<file path="config.mk">
export PLATFORM = sky130hd
export DESIGN_NAME = alu_issue_arb
export DESIGN_NICKNAME = d
export VERILOG_FILES = /design/src/rtl/alu_issue_arb.sv
export SDC_FILE = /design/constraint.sdc
export NUM_CORES = 1
export LEC_CHECK = 0
export BUFFER_PORTS_ARGS = -buffer_cell sky130_fd_sc_hd__buf_4
export CORE_AREA = 10 10 182 184
export DETAILED_ROUTE_END_ITERATION = 16
export DIE_AREA = 0 0 192 194
export PLACE_DENSITY = 0.52
export SLEW_MARGIN = 10
export SYNTH_ARGS = -nofsm -noshare
export SYNTH_HDL_FRONTEND = slang
export SYNTH_SLANG_ARGS = --single-unit
</file>
<file path="constraint.sdc">
create_clock -name clk -period 2 [get_ports clk]
set_input_delay 0.4 -clock clk [delete_from_list [all_inputs] [get_ports clk]]
set_output_delay 0.4 -clock clk [all_outputs]
set_load 0.05 [all_outputs]
</file>
<file path="src/rtl/alu_issue_arb.sv">
// Two-requester issue arbiter in front of a shared combinational integer datapath (E issue stage, R response stage).
// Optional build macro ALU_ARB_STATS_EN adds saturating stat_conflict/stat_stall counters.
module alu_issue_arb #(
  parameter int unsigned TAG_W    = 4,
  parameter int unsigned FIX_PRIO = 0
) (
  input  logic             clk,
  input  logic             rst_n,
  input  logic             req0_valid,
  output logic             req0_ready,
  input  logic [3:0]       req0_op,
  input  logic [31:0]      req0_a,
  input  logic [31:0]      req0_b,
  input  logic [TAG_W-1:0] req0_tag,
  input  logic             req1_valid,
  output logic             req1_ready,
  input  logic [3:0]       req1_op,
  input  logic [31:0]      req1_a,
  input  logic [31:0]      req1_b,
  input  logic [TAG_W-1:0] req1_tag,
  output logic [31:0]      dp_addsub_op1,
  output logic [31:0]      dp_addsub_op2,
  output logic [31:0]      dp_logic_op1,
  output logic [31:0]      dp_logic_op2,
  output logic [31:0]      dp_shift_op1,
  output logic [31:0]      dp_shift_op2,
  output logic             dp_req_add,
  output logic             dp_req_sub,
  output logic             dp_req_sll,
  output logic             dp_req_srl,
  output logic             dp_req_sra,
  output logic             dp_req_xor,
  output logic             dp_req_or,
  output logic             dp_req_and,
  input  logic [31:0]      dp_res_addsub,
  input  logic [31:0]      dp_res_logic,
  input  logic [31:0]      dp_res_shift,
  output logic             rsp_valid,
  input  logic             rsp_ready,
  output logic [31:0]      rsp_data,
  output logic             rsp_src,
  output logic [TAG_W-1:0] rsp_tag,
  output logic             rsp_err
`ifdef ALU_ARB_STATS_EN
  ,
  output logic [15:0]      stat_conflict,
  output logic [15:0]      stat_stall
`endif
);

  typedef enum logic [3:0] {
    OP_ADD = 4'd0,
    OP_SUB = 4'd1,
    OP_SLL = 4'd2,
    OP_SRL = 4'd3,
    OP_SRA = 4'd4,
    OP_XOR = 4'd5,
    OP_OR  = 4'd6,
    OP_AND = 4'd7
  } alu_op_e;

  logic             e_valid;
  logic             e_src;
  logic [3:0]       e_op;
  logic [31:0]      e_a;
  logic [31:0]      e_b;
  logic [TAG_W-1:0] e_tag;

  logic        prio;
  logic        grant0;
  logic        grant1;
  logic        r_load;
  logic        e_free;
  logic        use_addsub;
  logic        use_shift;
  logic        use_logic;
  logic [31:0] unit_res;

  assign r_load = e_valid & (~rsp_valid | rsp_ready);
  assign e_free = ~e_valid | r_load;

  always_comb begin
    grant0 = 1'b0;
    grant1 = 1'b0;
    if (e_free) begin
      if (req0_valid && (!req1_valid || !prio)) grant0 = 1'b1;
      else if (req1_valid)                      grant1 = 1'b1;
    end
  end

  assign req0_ready = grant0;
  assign req1_ready = grant1;

  // prio names the requester that wins the next conflict: the one not granted last
  always_ff @(posedge clk or negedge rst_n) begin
    if (!rst_n) begin
      prio <= 1'b0;
    end else if (FIX_PRIO == 0 && (grant0 || grant1)) begin
      prio <= grant0;
    end
  end

  always_ff @(posedge clk or negedge rst_n) begin
    if (!rst_n) begin
      e_valid <= 1'b0;
      e_src   <= 1'b0;
      e_op    <= '0;
      e_a     <= '0;
      e_b     <= '0;
      e_tag   <= '0;
    end else if (grant0 || grant1) begin
      e_valid <= 1'b1;
      e_src   <= grant1;
      e_op    <= grant1 ? req1_op  : req0_op;
      e_a     <= grant1 ? req1_a   : req0_a;
      e_b     <= grant1 ? req1_b   : req0_b;
      e_tag   <= grant1 ? req1_tag : req0_tag;
    end else if (r_load) begin
      e_valid <= 1'b0;
    end
  end

  always_comb begin
    use_addsub = 1'b0;
    use_shift  = 1'b0;
    use_logic  = 1'b0;
    dp_req_add = 1'b0;
    dp_req_sub = 1'b0;
    dp_req_sll = 1'b0;
    dp_req_srl = 1'b0;
    dp_req_sra = 1'b0;
    dp_req_xor = 1'b0;
    dp_req_or  = 1'b0;
    dp_req_and = 1'b0;
    if (e_valid) begin
      case (alu_op_e'(e_op))
        OP_ADD:  begin use_addsub = 1'b1; dp_req_add = 1'b1; end
        OP_SUB:  begin use_addsub = 1'b1; dp_req_sub = 1'b1; end
        OP_SLL:  begin use_shift  = 1'b1; dp_req_sll = 1'b1; end
        OP_SRL:  begin use_shift  = 1'b1; dp_req_srl = 1'b1; end
        OP_SRA:  begin use_shift  = 1'b1; dp_req_sra = 1'b1; end
        OP_XOR:  begin use_logic  = 1'b1; dp_req_xor = 1'b1; end
        OP_OR:   begin use_logic  = 1'b1; dp_req_or  = 1'b1; end
        OP_AND:  begin use_logic  = 1'b1; dp_req_and = 1'b1; end
        default: ;
      endcase
    end
  end

  // idle units see zero operands so they do not toggle on unrelated ops
  assign dp_addsub_op1 = use_addsub ? e_a : '0;
  assign dp_addsub_op2 = use_addsub ? e_b : '0;
  assign dp_logic_op1  = use_logic  ? e_a : '0;
  assign dp_logic_op2  = use_logic  ? e_b : '0;
  assign dp_shift_op1  = use_shift  ? e_a : '0;
  assign dp_shift_op2  = use_shift  ? {27'b0, e_b[4:0]} : '0;

  always_comb begin
    unit_res = '0;
    if (use_addsub)     unit_res = dp_res_addsub;
    else if (use_shift) unit_res = dp_res_shift;
    else if (use_logic) unit_res = dp_res_logic;
  end

  always_ff @(posedge clk or negedge rst_n) begin
    if (!rst_n) begin
      rsp_valid <= 1'b0;
      rsp_data  <= '0;
      rsp_src   <= 1'b0;
      rsp_tag   <= '0;
      rsp_err   <= 1'b0;
    end else if (r_load) begin
      rsp_valid <= 1'b1;
      rsp_data  <= unit_res;
      rsp_src   <= e_src;
      rsp_tag   <= e_tag;
      rsp_err   <= e_op[3];
    end else if (rsp_ready) begin
      rsp_valid <= 1'b0;
    end
  end

`ifdef ALU_ARB_STATS_EN
  always_ff @(posedge clk or negedge rst_n) begin
    if (!rst_n) begin
      stat_conflict <= '0;
      stat_stall    <= '0;
    end else begin
      if (req0_valid && req1_valid && stat_conflict != '1) stat_conflict <= stat_conflict + 16'd1;
      if (rsp_valid && !rsp_ready && stat_stall != '1)     stat_stall    <= stat_stall + 16'd1;
    end
  end
`endif

endmodule

</file>
Word-level counts from Yosys, hierarchy flattened
Index checks and enable logic that the tools add are counted.
{"block": "op_classes", "n_eq_ne": 7, "mux": 44, "bitwise": 5, "reduce_logical": 11}
{"operator": "$mux 32", "n": 10}
{"operator": "$mux 1", "n": 31}
{"operator": "$eq 4x3->1 const B", "n": 4}
{"operator": "$eq 4x2->1 const B", "n": 2}
{"operator": "$mux 4", "n": 2}
{"operator": "$reduce_or 3->1", "n": 2}
{"operator": "$mux 5", "n": 1}
{"operator": "$eq 4x1->1 const B", "n": 1}
{"operator": "$logic_not 4->1", "n": 1}
{"operator": "$reduce_bool 2->1", "n": 2}
{"operator": "$logic_not 1->1", "n": 2}
{"operator": "$logic_or 1x1->1", "n": 2}
{"operator": "$not 1->1", "n": 2}
{"operator": "$or 1x1->1", "n": 2}
{"operator": "$reduce_or 2->1", "n": 1}
{"operator": "$and 1x1->1", "n": 1}
{"operator": "$logic_and 1x1->1", "n": 1}
{"block": "word_totals", "ff_bits": 114, "input_bits": 245}

Depth between registers and ports, before layout
Gate-level depths: netlist of run 1.
{"block": "logic_depth", "word_depth": 7, "depth_mapped": 7, "mapped_depth_nobuf": 3}

Worst setup path after synthesis of run 1
Ideal clock, no wire load.
{"block": "synth_path", "path_type": "reg2out", "from": "reg e_valid", "to": "out dp_req_xor", "arrival_ns": 2.109, "required_ns": 1.600, "path_slack_ns": -0.509, "path_stages_with_launch": 5, "cell_sequence": "dfrtp_1 > nor2b_1 > buf_2 > nand2_1 > nor3b_1"}
{"block": "synth_between", "elab_chain_cells": 1}
{"element": "start: declaration", "line_no": "62", "rtl": "logic e_valid;"}
{"element": "start signal: assignment", "line_no": "105", "rtl": "e_valid <= 1'b0;"}
{"element": "start signal: assignment", "line_no": "112", "rtl": "e_valid <= 1'b1;"}
{"element": "start signal: assignment", "line_no": "119", "rtl": "e_valid <= 1'b0;"}
{"element": "$mux 1", "line_no": "135", "rtl": "if (e_valid) begin"}
{"element": "end: declaration", "line_no": "32", "rtl": "output logic dp_req_xor,"}
No other way between the ends.

Worst setup path after layout of run 1
{"block": "layout_path", "from": "reg e_op[2]", "to": "out dp_shift_op1[9]"}
{"block": "layout_between", "elab_chain_cells": 5, "elab_cells_between_ends": 7, "cone_classes": "3 x eq/ne; 3 x mux; 1 x reduce/logical"}
{"element": "start: declaration", "line_no": "64", "rtl": "logic [3:0] e_op;"}
{"element": "start signal: assignment", "line_no": "114", "rtl": "e_op <= grant1 ? req1_op : req0_op;"}
{"element": "$eq 4x3->1 / $eq 4x2->1 (equally long branches)", "line_no": "136", "rtl": "case (alu_op_e'(e_op))"}
{"element": "$reduce_or 3->1 (no source line) *"}
{"element": "$mux 1 *", "line_no": "136"}
{"element": "$mux 1 *", "line_no": "135"}
{"element": "$mux 32 *", "line_no": "155", "rtl": "assign dp_shift_op1 = use_shift ? e_a : '0;"}
{"element": "end: declaration", "line_no": "25", "rtl": "output logic [31:0] dp_shift_op1,"}
Every way passes the cells marked *; elsewhere a longest branch is shown, timed or not.

==> results of run 1 <==
==> sequential cells by signal, indices dropped and copies added, names as in the netlist <==
register   count
e_valid        1
rsp_valid      1
rsp_err        1
rsp_src        1
e_src          1
prio           1
e_op           4
rsp_tag        4
e_tag          4
e_a           32
rsp_data      32
e_b           32
==> power by group through the flow <==
stage,registers [mW],logic (mW),clock network (mW)
after floorplan,3.86,3.07,0
after global placement,3.29,5.80,0
after detailed placement,3.30,5.83,0
after CTS,3.27,6.21,3.31
after global routing,3.36,6.69,3.42
final,3.28,6.35,3.24
==> routing by layer <==
metal	routed length [µm]	global-route usage, %	vias to the layer above	part of all wire [%]
li1	-	-	3620	-
met1	14000	21.3	3896	37
met2	19300	34.1	360	51
met3	4080	7.68	24	11
met4	546	4.01	0	1.4
met5	0	0	-	0
==> final cells by class <==
type                    count  area, µm²
clock buffers              18        439
repair buffers            515       4750
fillers                  2847      16700
diodes                      1       2.50
flip-flops and latches    114       2860
multi-input cells         519       3870
inverters                  25       93.8
well taps                 390        488
clock inverters            14        179
==> per-stage QoR <==
stage / setup WS, ns / utilization [%] / cells / hold WS, ns / TNS [ns]
after floorplan: -0.119 / - / 773 / 0.104 / -0.289
after global placement: 0.0897 / 37.7 / 1545 / 0.269 / 0
after detailed placement: 0.0625 / 37.7 / 1545 / 0.269 / 0
after CTS: -0.331 / 41.9 / 1586 / 0.180 / -43.32
after global routing: -0.394 / 43.1 / 1595 / 0.188 / -54.47
final: -0.292 / 43.1 / 1596 / 0.203 / -38.34
==> worst min path at each step <==
stage                          start                       end  slack (ns)  depth (start not counted)
after global routing      req1_valid          prio$_DFFE_PN0P_        0.19                          2
after floorplan                rst_n        e_a[0]$_DFFE_PN0P_        0.10                          0
after CTS                 req1_valid          prio$_DFFE_PN0P_        0.18                          2
after detailed placement       rst_n  rsp_data[29]$_DFFE_PN0P_        0.27                          1
after global placement         rst_n  rsp_data[29]$_DFFE_PN0P_        0.27                          1
final                     req1_valid          prio$_DFFE_PN0P_        0.20                          2
==> cells by family (layout without fill, tap and decap cells) <==
logic type | after synthesis | count (layout) | share of synthesized area (%)
AO/OA/AOI/OAI | 238 | 238 | 26.8
flip-flops | 114 | 114 | 39.5
multiplexers | 14 | 14 | 2.18
buffers and inverters | 140 | 572 | 10.7
AND/OR/NAND/NOR | 240 | 240 | 20.8
other | 1 | 28 | 0.0519
==> repair_timing <==
item,4_1_cts,5_1_grt
pin swaps,4,8
hold buffers,1,0
setup buffers,7,12
cloned,2,0
endpoints found under the hold margin,11,0
resized for setup,137,92
endpoints found under the setup margin,175,175
==> critical path, stage by stage, from the launching register on <==
cell	delay (ns)
sky130_fd_sc_hd__dfrtp_2	0.46
sky130_fd_sc_hd__nor3b_4	0.18
sky130_fd_sc_hd__o21a_2	0.22
sky130_fd_sc_hd__buf_4	0.14
sky130_fd_sc_hd__buf_12	0.16
sky130_fd_sc_hd__and2_1	0.17
sky130_fd_sc_hd__buf_6	0.15
==> layout by cell type, fill, tap and decap left out, drive strengths merged, types with 2 or more instances in the layout <==
| master | netlist | routed |
|---|---|---|
| and2 | 111 | 111 |
| o221ai | 23 | 23 |
| a21boi | 72 | 72 |
| nand2 | 5 | 5 |
| nand2b | 5 | 5 |
| o21ai | 34 | 34 |
| a221o | 72 | 72 |
| clkinv | 0 | 5 |
| inv | 25 | 28 |
| or2 | 2 | 2 |
| bufinv | 0 | 3 |
| nand3 | 9 | 9 |
| nor2 | 7 | 7 |
| buf | 68 | 513 |
| a21oi | 2 | 2 |
| clkinvlp | 0 | 3 |
| dfrtp | 114 | 114 |
| nor2b | 3 | 3 |
| mux2 | 14 | 14 |
| a32oi | 23 | 23 |
| nand4 | 18 | 18 |
| and3 | 66 | 66 |
| nor3b | 11 | 11 |
| conb | 1 | 27 |
| o211ai | 10 | 10 |
| clkbuf | 47 | 18 |
==> reports/metrics.json, run 1 <==
{
  "outcome": "finished with violations",
  "failed_checks": "setup timing",
  "netlist.top_cell.by_area": "sky130_fd_sc_hd__dfrtp_1",
  "skew_ns": 0.00991,
  "initial_core_util_pct": 24.6,
  "worst-setup-path-type": "register to primary output",
  "timing.fmax_mhz": 436,
  "power_density_mw_per_mm2": 1010,
  "p_sw_mw": 5.59,
  "detailed_router_s_first_iteration_violation_count": 348,
  "worstPathRequired_ns": 1.60,
  "maxCapViolations": 0,
  "placer_congestion": 0.814,
  "remaining_drc_errors": 0,
  "post_synthesis_cell_area_mm2": 0.00722,
  "grt_max_degree": 53,
  "critical_path_startpoint": "e_op[2]$_DFFE_PN0P_",
  "finalInstanceArea_mm2": 0.0127,
  "max-vdd-ir-drop_mv": 0.541,
  "routed_wirelength_um": 37900,
  "cts.reportedPaths.clkPinSlew_ns": 0.06,
  "drtPass1Iterations": 5,
  "synth_commonest_cells": "sky130_fd_sc_hd__dfrtp_1, sky130_fd_sc_hd__and2_1, sky130_fd_sc_hd__a21boi_0, sky130_fd_sc_hd__a221o_1, sky130_fd_sc_hd__and3_1",
  "synth_largest_type_area_fraction_pct": 39.5,
  "worst_slack_setup_final_ns": -0.292,
  "synth_edf_count": 0,
  "antenna_violating_nets_post_route": 0,
  "comb_power_share_pct": 49.3,
  "fin_total_pwr_mw": 12.9,
  "critPathCapture": "dp_shift_op1[9]",
  "setup.worst_path.start_class": "register",
  "route.detailed.wl_per_inst_um": 23.8,
  "syn_avg_cell_area_um2": 9.67,
  "drv_slew": 0,
  "power_switching_share_pct": 43.5,
  "hpwl_um": 28400,
  "clkSinkCount": 114,
  "detailed_place.area_mm2": 0.0111,
  "global_route.usage.total_pct": 19.3,
  "grt_setup_unrepaired": "true",
  "first_global_vias": 8561,
  "routed-via-count": 7900,
  "grt_antenna_before_repair": 0,
  "yosysWarningCount": 0,
  "setup.worst_path.end_class": "primary output",
  "yosys_most_used_dff": "sky130_fd_sc_hd__dfrtp_1",
  "cts-root-buf": "sky130_fd_sc_hd__clkbuf_16",
  "post_synth_main_area_contributors": "sky130_fd_sc_hd__dfrtp_1, sky130_fd_sc_hd__a221o_1, sky130_fd_sc_hd__and2_1, sky130_fd_sc_hd__a21boi_0, sky130_fd_sc_hd__and3_1",
  "synthesized_netlist_cell_count": 747,
  "report.final.hold_viol_count": 0,
  "placementRows": 63,
  "wire_length_of_the_first_global_routing_pass_um": 55700,
  "floorplan.die_area_mm2": 0.0372,
  "core_area_mm2": 0.0294,
  "clock_power_share_pct": 25.2,
  "viasPerCell": 4.95,
  "netlist-cell-type-count": 33,
  "synth.yosys.seq_area_share_pct": 39.5,
  "final_period_minus_worst_setup_slack_ns": 2.29,
  "power_report.internal_total_mw": 7.27,
  "clock_tree_from_tritoncts": "done",
  "synth.most_common_cell": "sky130_fd_sc_hd__dfrtp_1",
  "chipWidth_um": 192,
  "floorplan.io_pins": 486,
  "number_of_cells_on_the_worst_reg_to_reg_path": 6,
  "synth-seq-cells": 114,
  "nNetsFinal": 1437,
  "cts-root-to-sink-buffers": 2,
  "share_of_the_clock_period_used_by_the_worst_path_pct": 115,
  "rr_startpoint": "e_valid$_DFFE_PN0P_",
  "clkLatencyLatePin_ns": 0.42,
  "area.growth.synth_to_final_pct": 75.6,
  "setup_viol": 171,
  "holdCritPathClass": "input pin to register",
  "reg2reg_to": "e_a[15]$_DFFE_PN0P_",
  "reg_power_share_pct": 25.5,
  "ff2ff_setup_slack_ns": 0.19,
  "layout-drive-gt1-share_pct": 52.5,
  "static-leakage-power_nw": 6.22,
  "asyncSetResetFlopFracSynth_pct": 100,
  "floorplan.die.height_um": 194,
  "cts_buffers": 17,
  "crit_fanout": 18,
  "grt_remaining_overflow": 0,
  "port_buffers": 458,
  "crit_arrival_ns": 1.89,
  "maximum_level_of_the_cts_h_tree": 4
}
Power figures use the tool's default switching activity.
==> inputs of run 2 (changes only) <==
--- a/config.mk
+++ b/config.mk
@@ -5,11 +5,13 @@
 export SDC_FILE = /design/constraint.sdc
 export NUM_CORES = 1
 export LEC_CHECK = 0
+export ABC_AREA = 1
 export BUFFER_PORTS_ARGS = -buffer_cell sky130_fd_sc_hd__buf_4
-export CORE_AREA = 10 10 182 184
+export CORE_AREA = 10 10 179 181
 export DETAILED_ROUTE_END_ITERATION = 16
-export DIE_AREA = 0 0 192 194
+export DIE_AREA = 0 0 189 191
 export PLACE_DENSITY = 0.52
+export SKIP_CTS_REPAIR_TIMING = 1
 export SLEW_MARGIN = 10
 export SYNTH_ARGS = -nofsm -noshare
 export SYNTH_HDL_FRONTEND = slang
==> run 2 against run 1 <==
The run still ends with setup timing left. Total power up 29%. First-iteration DRC count down 20%. Cell count up 20%. Register-to-register slack better by 0.04 ns. Count of clock-buffer cells in the layout up 2. Critical path type unchanged.
==> reports/metrics.json, run 2 <==
{
  "crit_arrival": {"value": 1.83, "unit": "ns", "change": "-0.06 ns"},
  "viasPerCell": {"value": 4.35, "change": "-12%"},
  "clkLatencyLatePin": {"value": 0.41, "unit": "ns", "change": "about the same"},
  "failed_checks": "setup timing",
  "cts_buffers": {"value": 17, "change": "unchanged"},
  "synth-simple-area-share": {"value": 43.8, "unit": "%", "change": "+23 points"},
  "yosysWarningCount": {"value": 0, "change": "unchanged"},
  "layout-drive-gt1-share": {"value": 47.5, "unit": "%", "change": "-5.1 points"},
  "netlist-cell-type-count": {"value": 21, "change": "-36%"},
  "routed-via-count": {"value": 8369, "change": "+5.9%"},
  "setup_tns": {"value": -28.80, "unit": "ns", "change": "+9.55 ns"},
  "most-common-layout-cells": "sky130_fd_sc_hd__nand2_1, sky130_fd_sc_hd__buf_4, sky130_fd_sc_hd__buf_6",
  "route.detailed.wl_per_inst": {"value": 19.2, "unit": "µm", "change": "-19%"},
  "maximum_level_of_the_cts_h_tree": {"value": 4, "change": "unchanged"},
  "detailed_router_s_first_iteration_violation_count": {"value": 279, "change": "-20%"},
  "layout.cells.most_common": "sky130_fd_sc_hd__nand2_1",
  "wire_length_of_the_first_global_routing_pass": {"value": 51900, "unit": "µm", "change": "-6.8%"},
  "setup.worst_path.end_class": "primary output",
  "layout.core_utilization": {"value": 44.3, "unit": "%", "change": "+1.2 points"},
  "initial_core_util": {"value": 24.5, "unit": "%", "change": "-0.053 points"},
  "drtPass1Iterations": {"value": 4, "change": "-1"},
  "grt_max_degree": {"value": 65, "change": "+23%"},
  "port_buffers": {"value": 458, "change": "unchanged"},
  "cts.reportedPaths.clkPinSlew": {"value": 0.06, "unit": "ns", "change": "about the same"},
  "floorplan.io_pins": {"value": 486, "change": "unchanged"},
  "syn_avg_cell_area": {"value": 6.52, "unit": "µm²", "change": "-33%"},
  "hpwl": {"value": 27500, "unit": "µm", "change": "-3.2%"},
  "netlist.top_cell.by_area": "sky130_fd_sc_hd__dfrtp_1",
  "global_route.usage.total": {"value": 18.5, "unit": "%", "change": "-0.89 points"},
  "min_delay_worst_endpoint": "e_a[14]$_DFFE_PN0P_",
  "skew": {"value": 0.0111, "unit": "ns", "change": "+0.00117 ns"},
  "asyncSetResetFlopFracSynth": {"value": 100, "unit": "%", "change": "unchanged"},
  "holdWs": {"value": 0.202, "unit": "ns", "change": "-0.00149 ns"},
  "worstPathRequired": {"value": 1.60, "unit": "ns", "change": "about the same"},
  "worst_hold_startpoint": "req0_a[14]",
  "antenna_violating_nets_post_route": {"value": 0, "change": "unchanged"},
  "synthXorXnorAreaFrac": {"value": 0, "unit": "%", "change": "unchanged"},
  "report.final.hold_viol_count": {"value": 0, "change": "unchanged"},
  "synthesized_netlist_cell_count": {"value": 1070, "change": "+43%"},
  "worst_slack_setup_final": {"value": -0.229, "unit": "ns", "change": "+0.0630 ns"},
  "synth_commonest_cells": "sky130_fd_sc_hd__nand2_1, sky130_fd_sc_hd__nor2_1, sky130_fd_sc_hd__inv_1, sky130_fd_sc_hd__dfrtp_1, sky130_fd_sc_hd__nand3_1",
  "post_synth_main_area_contributors": "sky130_fd_sc_hd__dfrtp_1, sky130_fd_sc_hd__nand2_1, sky130_fd_sc_hd__nor2_1, sky130_fd_sc_hd__nand3_1, sky130_fd_sc_hd__inv_1",
  "ff2ff_setup_slack": {"value": 0.23, "unit": "ns", "change": "+0.04 ns"},
  "cts-root-to-sink-buffers": {"value": 2, "change": "unchanged"},
  "outcome": "finished with violations",
  "holdCritPathClass": "input pin to register",
  "core_area": {"value": 0.0285, "unit": "mm²", "change": "-3.2%"},
  "synth_edf_count": {"value": 0, "change": "unchanged"},
  "post_synthesis_cell_area": {"value": 0.00698, "unit": "mm²", "change": "-3.4%"},
  "grt_setup_unrepaired": "true",
  "nNetsFinal": {"value": 1770, "change": "+23%"},
  "finalInstanceArea": {"value": 0.0126, "unit": "mm²", "change": "-0.45%"},
  "first_global_vias": {"value": 8576, "change": "+0.18%"},
  "synth.most_common_cell": "sky130_fd_sc_hd__nand2_1",
  "synth_largest_type_area_fraction": {"value": 40.9, "unit": "%", "change": "+1.4 points"},
  "floorplan.die.height": {"value": 191, "unit": "µm", "change": "-1.5%"},
  "cell_count_after_placement": {"value": 1876, "change": "+21%"},
  "fraction_of_the_mapped_netlist_area_in_adder_cells": {"value": 0, "unit": "%", "change": "unchanged"},
  "number_of_cells_on_the_worst_reg_to_reg_path": {"value": 9, "change": "+3"},
  "routed_wirelength": {"value": 36900, "unit": "µm", "change": "-2.7%"},
  "place_ws": {"value": 0.111, "unit": "ns", "change": "+0.0486 ns"},
  "chipWidth": {"value": 189, "unit": "µm", "change": "-1.6%"},
  "maxCapViolations": {"value": 0, "change": "unchanged"},
  "worst-setup-path-type": "register to primary output",
  "clock_tree_from_tritoncts": "done",
  "placer_congestion": {"value": 0.823, "change": "+1.1%"},
  "synth.yosys.seq_area_share": {"value": 40.9, "unit": "%", "change": "+1.4 points"},
  "grt_antenna_before_repair": {"value": 1, "change": "+1"},
  "static-leakage-power": {"value": 6.56, "unit": "nW", "change": "+5.5%"},
  "share_of_the_clock_period_used_by_the_worst_path": {"value": 111, "unit": "%", "change": "-3.1 points"},
  "grt_remaining_overflow": {"value": 0, "change": "unchanged"},
  "timing.fmax": {"value": 449, "unit": "MHz", "change": "+2.8%"},
  "layout.filler_cells": {"value": 2984, "change": "+4.8%"},
  "cts-root-buf": "sky130_fd_sc_hd__clkbuf_16",
  "largest_family_of_logic_cells_by_synthesized_area": "simple AND/OR/NAND/NOR gates",
  "floorplan.die_area": {"value": 0.0361, "unit": "mm²", "change": "-3.1%"},
  "largestRegisters": "e_a x32, e_b x32, rsp_data x32",
  "crit_fanout": {"value": 37, "change": "+19"},
  "setup_viol": {"value": 169, "change": "-1.2%"},
  "max-vdd-ir-drop": {"value": 0.548, "unit": "mV", "change": "+1.3%"},
  "synth_compound_gate_area_share": {"value": 0.269, "unit": "%", "change": "-26 points"},
  "yosys_most_used_dff": "sky130_fd_sc_hd__dfrtp_1",
  "area.growth.synth_to_final_pct": 80.9,
  "detailed_place.area": {"value": 0.0111, "unit": "mm²", "change": "-0.32%"},
  "drv_slew": {"value": 0, "change": "unchanged"},
  "setup.worst_path.start_class": "register",
  "rr_startpoint": "e_op[3]$_DFFE_PN0P_",
  "muxShareOfSynthArea": {"value": 0, "unit": "%", "change": "-2.2 points"},
  "synth-seq-cells": {"value": 114, "change": "unchanged"},
  "final_instance_count_excl_fillers": {"value": 1923, "change": "+20%"},
  "fin_total_pwr": {"value": 16.6, "unit": "mW", "change": "+29%"},
  "min_delay_path_depth": {"value": 3, "change": "+1"},
  "placementRows": {"value": 62, "change": "-1.6%"},
  "clkSinkCount": {"value": 114, "change": "unchanged"},
  "reg2reg_to": "rsp_data[20]$_DFFE_PN0P_",
  "remaining_drc_errors": {"value": 0, "change": "unchanged"},
  "power_density": {"value": 1310, "unit": "mW/mm²", "change": "+30%"},
  "final_period_minus_worst_setup_slack": {"value": 2.23, "unit": "ns", "change": "-0.0630 ns"}
}
run 2: changes by cell type after synthesis, sizes merged, moves of 30 or more:
cell,before,now
a21boi,72,0
and2,111,0
o21ai,34,1
nand2,5,373
a221o,72,0
and3,66,0
clkbuf,47,5
nand3,9,108
nor2,7,175
inv,25,120
or2,2,32
run 2: how the worst max path moves through the flow:
stage,end,startpoint,cells past startpoint,slack (ns)
final,dp_shift_op2[1],e_op[3]$_DFFE_PN0P_,7,-0.23
after detailed placement,dp_logic_op2[30],e_op[3]$_DFFE_PN0P_,7,0.11
after global routing,dp_shift_op2[3],e_op[2]$_DFFE_PN0P_,7,-0.33
after floorplan,dp_shift_op1[10],e_op[1]$_DFFE_PN0P_,6,-0.13
after global placement,dp_logic_op2[31],e_op[3]$_DFFE_PN0P_,7,0.14
after CTS,dp_logic_op2[30],e_op[3]$_DFFE_PN0P_,7,-0.36
run 2: report_power, final:
group	internal (mW)	switching [mW]
combinational	3.13	6.78
sequential	3.16	0.493
clock	1.87	1.16
total	8.17	8.43
run 2: kinds of logic after synthesis:
logic type             count (synthesis)
AO/OA/AOI/OAI                          3
buffers and inverters                229
flip-flops                           114
other                                  1
AND/OR/NAND/NOR                      723
run 2: final cells by class:
cell class                      count  area, µm²  area share [%]
Inverter                          140        531            4.20
Clock inverter                     12        134            1.06
Sequential cell                   114       2860            22.6
Timing Repair Buffer              499       4540            36.0
Tap cell                          384        480            3.81
Multi-Input combinational cell    753       3630            28.8
Clock buffer                       20        447            3.54
Antenna cell                        1       2.50          0.0198
run 2: per-layer routing:
| layer | GRT usage, % | vias up | wire (µm) |
|---|---|---|---|
| met1 | 19.3 | 3924 | 13500 |
| met5 | 0 | - | 0 |
| li1 | - | 4068 | - |
| met3 | 8.76 | 29 | 4150 |
| met2 | 33.1 | 348 | 18700 |
| met4 | 3.72 | 0 | 546 |
run 2: worst max-delay path, cell delays in order (launching register included):
cell and delay [ns]:
sky130_fd_sc_hd__dfrtp_2 0.45, sky130_fd_sc_hd__nor2_4 0.13, sky130_fd_sc_hd__nand3_1 0.12, sky130_fd_sc_hd__nand2_2 0.10
sky130_fd_sc_hd__inv_2 0.05, sky130_fd_sc_hd__buf_12 0.16, sky130_fd_sc_hd__nor2_1 0.17, sky130_fd_sc_hd__buf_6 0.18
==> inputs of run 3 (changes only) <==
--- a/config.mk
+++ b/config.mk
@@ -5,11 +5,10 @@
 export SDC_FILE = /design/constraint.sdc
 export NUM_CORES = 1
 export LEC_CHECK = 0
-export ABC_AREA = 1
 export BUFFER_PORTS_ARGS = -buffer_cell sky130_fd_sc_hd__buf_4
-export CORE_AREA = 10 10 179 181
+export CORE_AREA = 10 10 182 184
 export DETAILED_ROUTE_END_ITERATION = 16
-export DIE_AREA = 0 0 189 191
+export DIE_AREA = 0 0 192 194
 export PLACE_DENSITY = 0.52
 export SKIP_CTS_REPAIR_TIMING = 1
 export SLEW_MARGIN = 10
==> run 3 against run 2 <==
The run still ends with setup timing left. Sequential power decreased by 11%. Sequential share of layout area rose by 0.25 points. Worst setup slack lost 0.083 ns. Critical path depth is 2 lower. Sequential cell count did not move. Worst hold slack better by 0.0047 ns. Non-clock buffer count increased by 22.
==> reports/metrics.json, run 3 (synthesis gave the netlist of run 1 again) <==
{
  "cts.reportedPaths.clkPinSlew": {"value": 0.06, "unit": "ns", "change": "about the same"},
  "grt_max_degree": {"value": 53, "change": "-18%"},
  "wire_length_of_the_first_global_routing_pass": {"value": 54200, "unit": "µm", "change": "+4.4%"},
  "timing.critical_path.mode_cell": "sky130_fd_sc_hd__buf_6",
  "cts-root-to-sink-buffers": {"value": 2, "change": "unchanged"},
  "routed-via-count": {"value": 7984, "change": "-4.6%"},
  "clkLatencyLatePin": {"value": 0.41, "unit": "ns", "change": "about the same"},
  "placementRows": {"value": 63, "change": "+1.6%"},
  "port_buffers": {"value": 458, "change": "unchanged"},
  "static-leakage-power": {"value": 6.18, "unit": "nW", "change": "-5.9%"},
  "setup.worst_path.start_class": "register",
  "fin_total_pwr": {"value": 12.8, "unit": "mW", "change": "-23%"},
  "cp_top_family": "buffers and inverters",
  "floorplan.io_pins": {"value": 486, "change": "unchanged"},
  "layout.core_utilization": {"value": 42.5, "unit": "%", "change": "-1.8 points"},
  "drtPass1Iterations": {"value": 5, "change": "+1"},
  "floorplan.die.height": {"value": 194, "unit": "µm", "change": "+1.6%"},
  "clkSinkCount": {"value": 114, "change": "unchanged"},
  "core_area": {"value": 0.0294, "unit": "mm²", "change": "+3.3%"},
  "skew": {"value": 0.00711, "unit": "ns", "change": "-0.00397 ns"},
  "crit_path_cells": "nor4b_4 -> buf_6 -> buf_6 -> and2_1 -> buf_4",
  "worst-setup-path-type": "register to primary output",
  "routed_wirelength": {"value": 38900, "unit": "µm", "change": "+5.4%"},
  "critical_path.n_buffers_inverters": {"value": 3, "change": "unchanged"},
  "drv_slew": {"value": 0, "change": "unchanged"},
  "failed_checks": "setup timing",
  "worstPathRequired": {"value": 1.60, "unit": "ns", "change": "about the same"},
  "power_density": {"value": 1030, "unit": "mW/mm²", "change": "-22%"},
  "cts_buffers": {"value": 17, "change": "unchanged"},
  "most-common-layout-cells": "sky130_fd_sc_hd__buf_4, sky130_fd_sc_hd__dfrtp_1, sky130_fd_sc_hd__buf_6",
  "maxCapViolations": {"value": 0, "change": "unchanged"},
  "grt_antenna_before_repair": {"value": 1, "change": "unchanged"},
  "outcome": "finished with violations",
  "setup.worst_path.end_class": "primary output",
  "layout-drive-gt1-share": {"value": 51.6, "unit": "%", "change": "+4.1 points"},
  "cts-root-buf": "sky130_fd_sc_hd__clkbuf_16",
  "placer_congestion": {"value": 0.814, "change": "-1.1%"},
  "max_stage_delay_cell_worst_path": "sky130_fd_sc_hd__dfrtp_2",
  "final_instance_count_excl_fillers": {"value": 1602, "change": "-17%"},
  "grt_remaining_overflow": {"value": 0, "change": "unchanged"},
  "clock_tree_from_tritoncts": "done",
  "report.final.hold_viol_count": {"value": 0, "change": "unchanged"},
  "crit_arrival": {"value": 1.91, "unit": "ns", "change": "+0.08 ns"},
  "floorplan.die_area": {"value": 0.0372, "unit": "mm²", "change": "+3.2%"},
  "global_route.usage.total": {"value": 18.7, "unit": "%", "change": "+0.26 points"},
  "max-vdd-ir-drop": {"value": 0.541, "unit": "mV", "change": "-1.4%"},
  "share_of_the_clock_period_used_by_the_worst_path": {"value": 116, "unit": "%", "change": "+4.2 points"},
  "initial_core_util": {"value": 24.6, "unit": "%", "change": "+0.053 points"},
  "antenna_violating_nets_post_route": {"value": 0, "change": "unchanged"},
  "remaining_drc_errors": {"value": 0, "change": "unchanged"},
  "setup_viol": {"value": 169, "change": "unchanged"},
  "largestRegisters": "e_a x32, e_b x32, rsp_data x32",
  "area.growth.synth_to_final_pct": 73.0,
  "route.detailed.wl_per_inst": {"value": 24.3, "unit": "µm", "change": "+27%"},
  "cell_count_after_placement": {"value": 1545, "change": "-18%"},
  "first_global_vias": {"value": 8383, "change": "-2.3%"},
  "grt_setup_unrepaired": "true",
  "timing.fmax": {"value": 432, "unit": "MHz", "change": "-3.6%"},
  "holdCritPathClass": "input pin to register",
  "worst_slack_setup_final": {"value": -0.313, "unit": "ns", "change": "-0.0832 ns"},
  "cpPeakStageDelay": {"value": 0.45, "unit": "ns", "change": "about the same"},
  "final_period_minus_worst_setup_slack": {"value": 2.31, "unit": "ns", "change": "+0.0832 ns"},
  "maximum_level_of_the_cts_h_tree": {"value": 4, "change": "unchanged"},
  "hpwl": {"value": 28400, "unit": "µm", "change": "+3.3%"},
  "detailed_router_s_first_iteration_violation_count": {"value": 347, "change": "+24%"},
  "viasPerCell": {"value": 4.98, "change": "+15%"},
  "crit_fanout": {"value": 10, "change": "-73%"},
  "nNetsFinal": {"value": 1443, "change": "-18%"},
  "chipWidth": {"value": 192, "unit": "µm", "change": "+1.6%"},
  "layout.cells.most_common": "sky130_fd_sc_hd__buf_4"
}
run 3: worst paths after layout:
path,cells past startpoint,slack [ns],end,startpoint
max,5,-0.31,dp_addsub_op1[15],e_op[1]$_DFFE_PN0P_
min,2,0.21,prio$_DFFE_PN0P_,req1_valid
max reg2reg,5,0.26,rsp_data[2]$_DFFE_PN0P_,e_valid$_DFFE_PN0P_
min reg2reg,1,0.49,rsp_tag[3]$_DFFE_PN0P_,e_tag[3]$_DFFE_PN0P_
max in group asynchronous,3,1.02,e_a[10]$_DFFE_PN0P_,rst_n
min in group asynchronous,2,0.39,rsp_data[29]$_DFFE_PN0P_,rst_n
run 3: power by group:
part	internal, mW	switching [mW]	total, mW
Combinational	2.36	3.94	6.30
Clock	2.01	1.23	3.24
Sequential	2.81	0.458	3.27
run 3: metrics by stage:
stage	setup TNS, ns	setup slack (ns)	hold slack [ns]	cell area, µm²
floorplan	-0.289	-0.119	0.104	7360
global placement	0	0.0897	0.269	11100
detailed placement	0	0.0625	0.269	11100
CTS	-53.06	-0.398	-0.182	11700
global route	-57.27	-0.380	0.191	12500
finish	-43.36	-0.313	0.207	12500
run 3: final cells by class:
| type | count | area, µm² |
|---|---|---|
| fill | 2866 | 16900 |
| timing repair buffer | 521 | 4610 |
| clock inverter | 14 | 179 |
| multi-input combinational | 519 | 3830 |
| clock buffer | 18 | 439 |
| tap | 390 | 488 |
| sequential | 114 | 2860 |
| inverter | 25 | 93.8 |
| antenna | 1 | 2.50 |
run 3: layer usage:
layer	vias up	GRT usage [%]	part of all wire, %
met5	-	0	0
met4	0	3.98	1.5
met3	35	7.36	10
met2	365	32.6	51
met1	3948	21.0	37
li1	3636	-	-
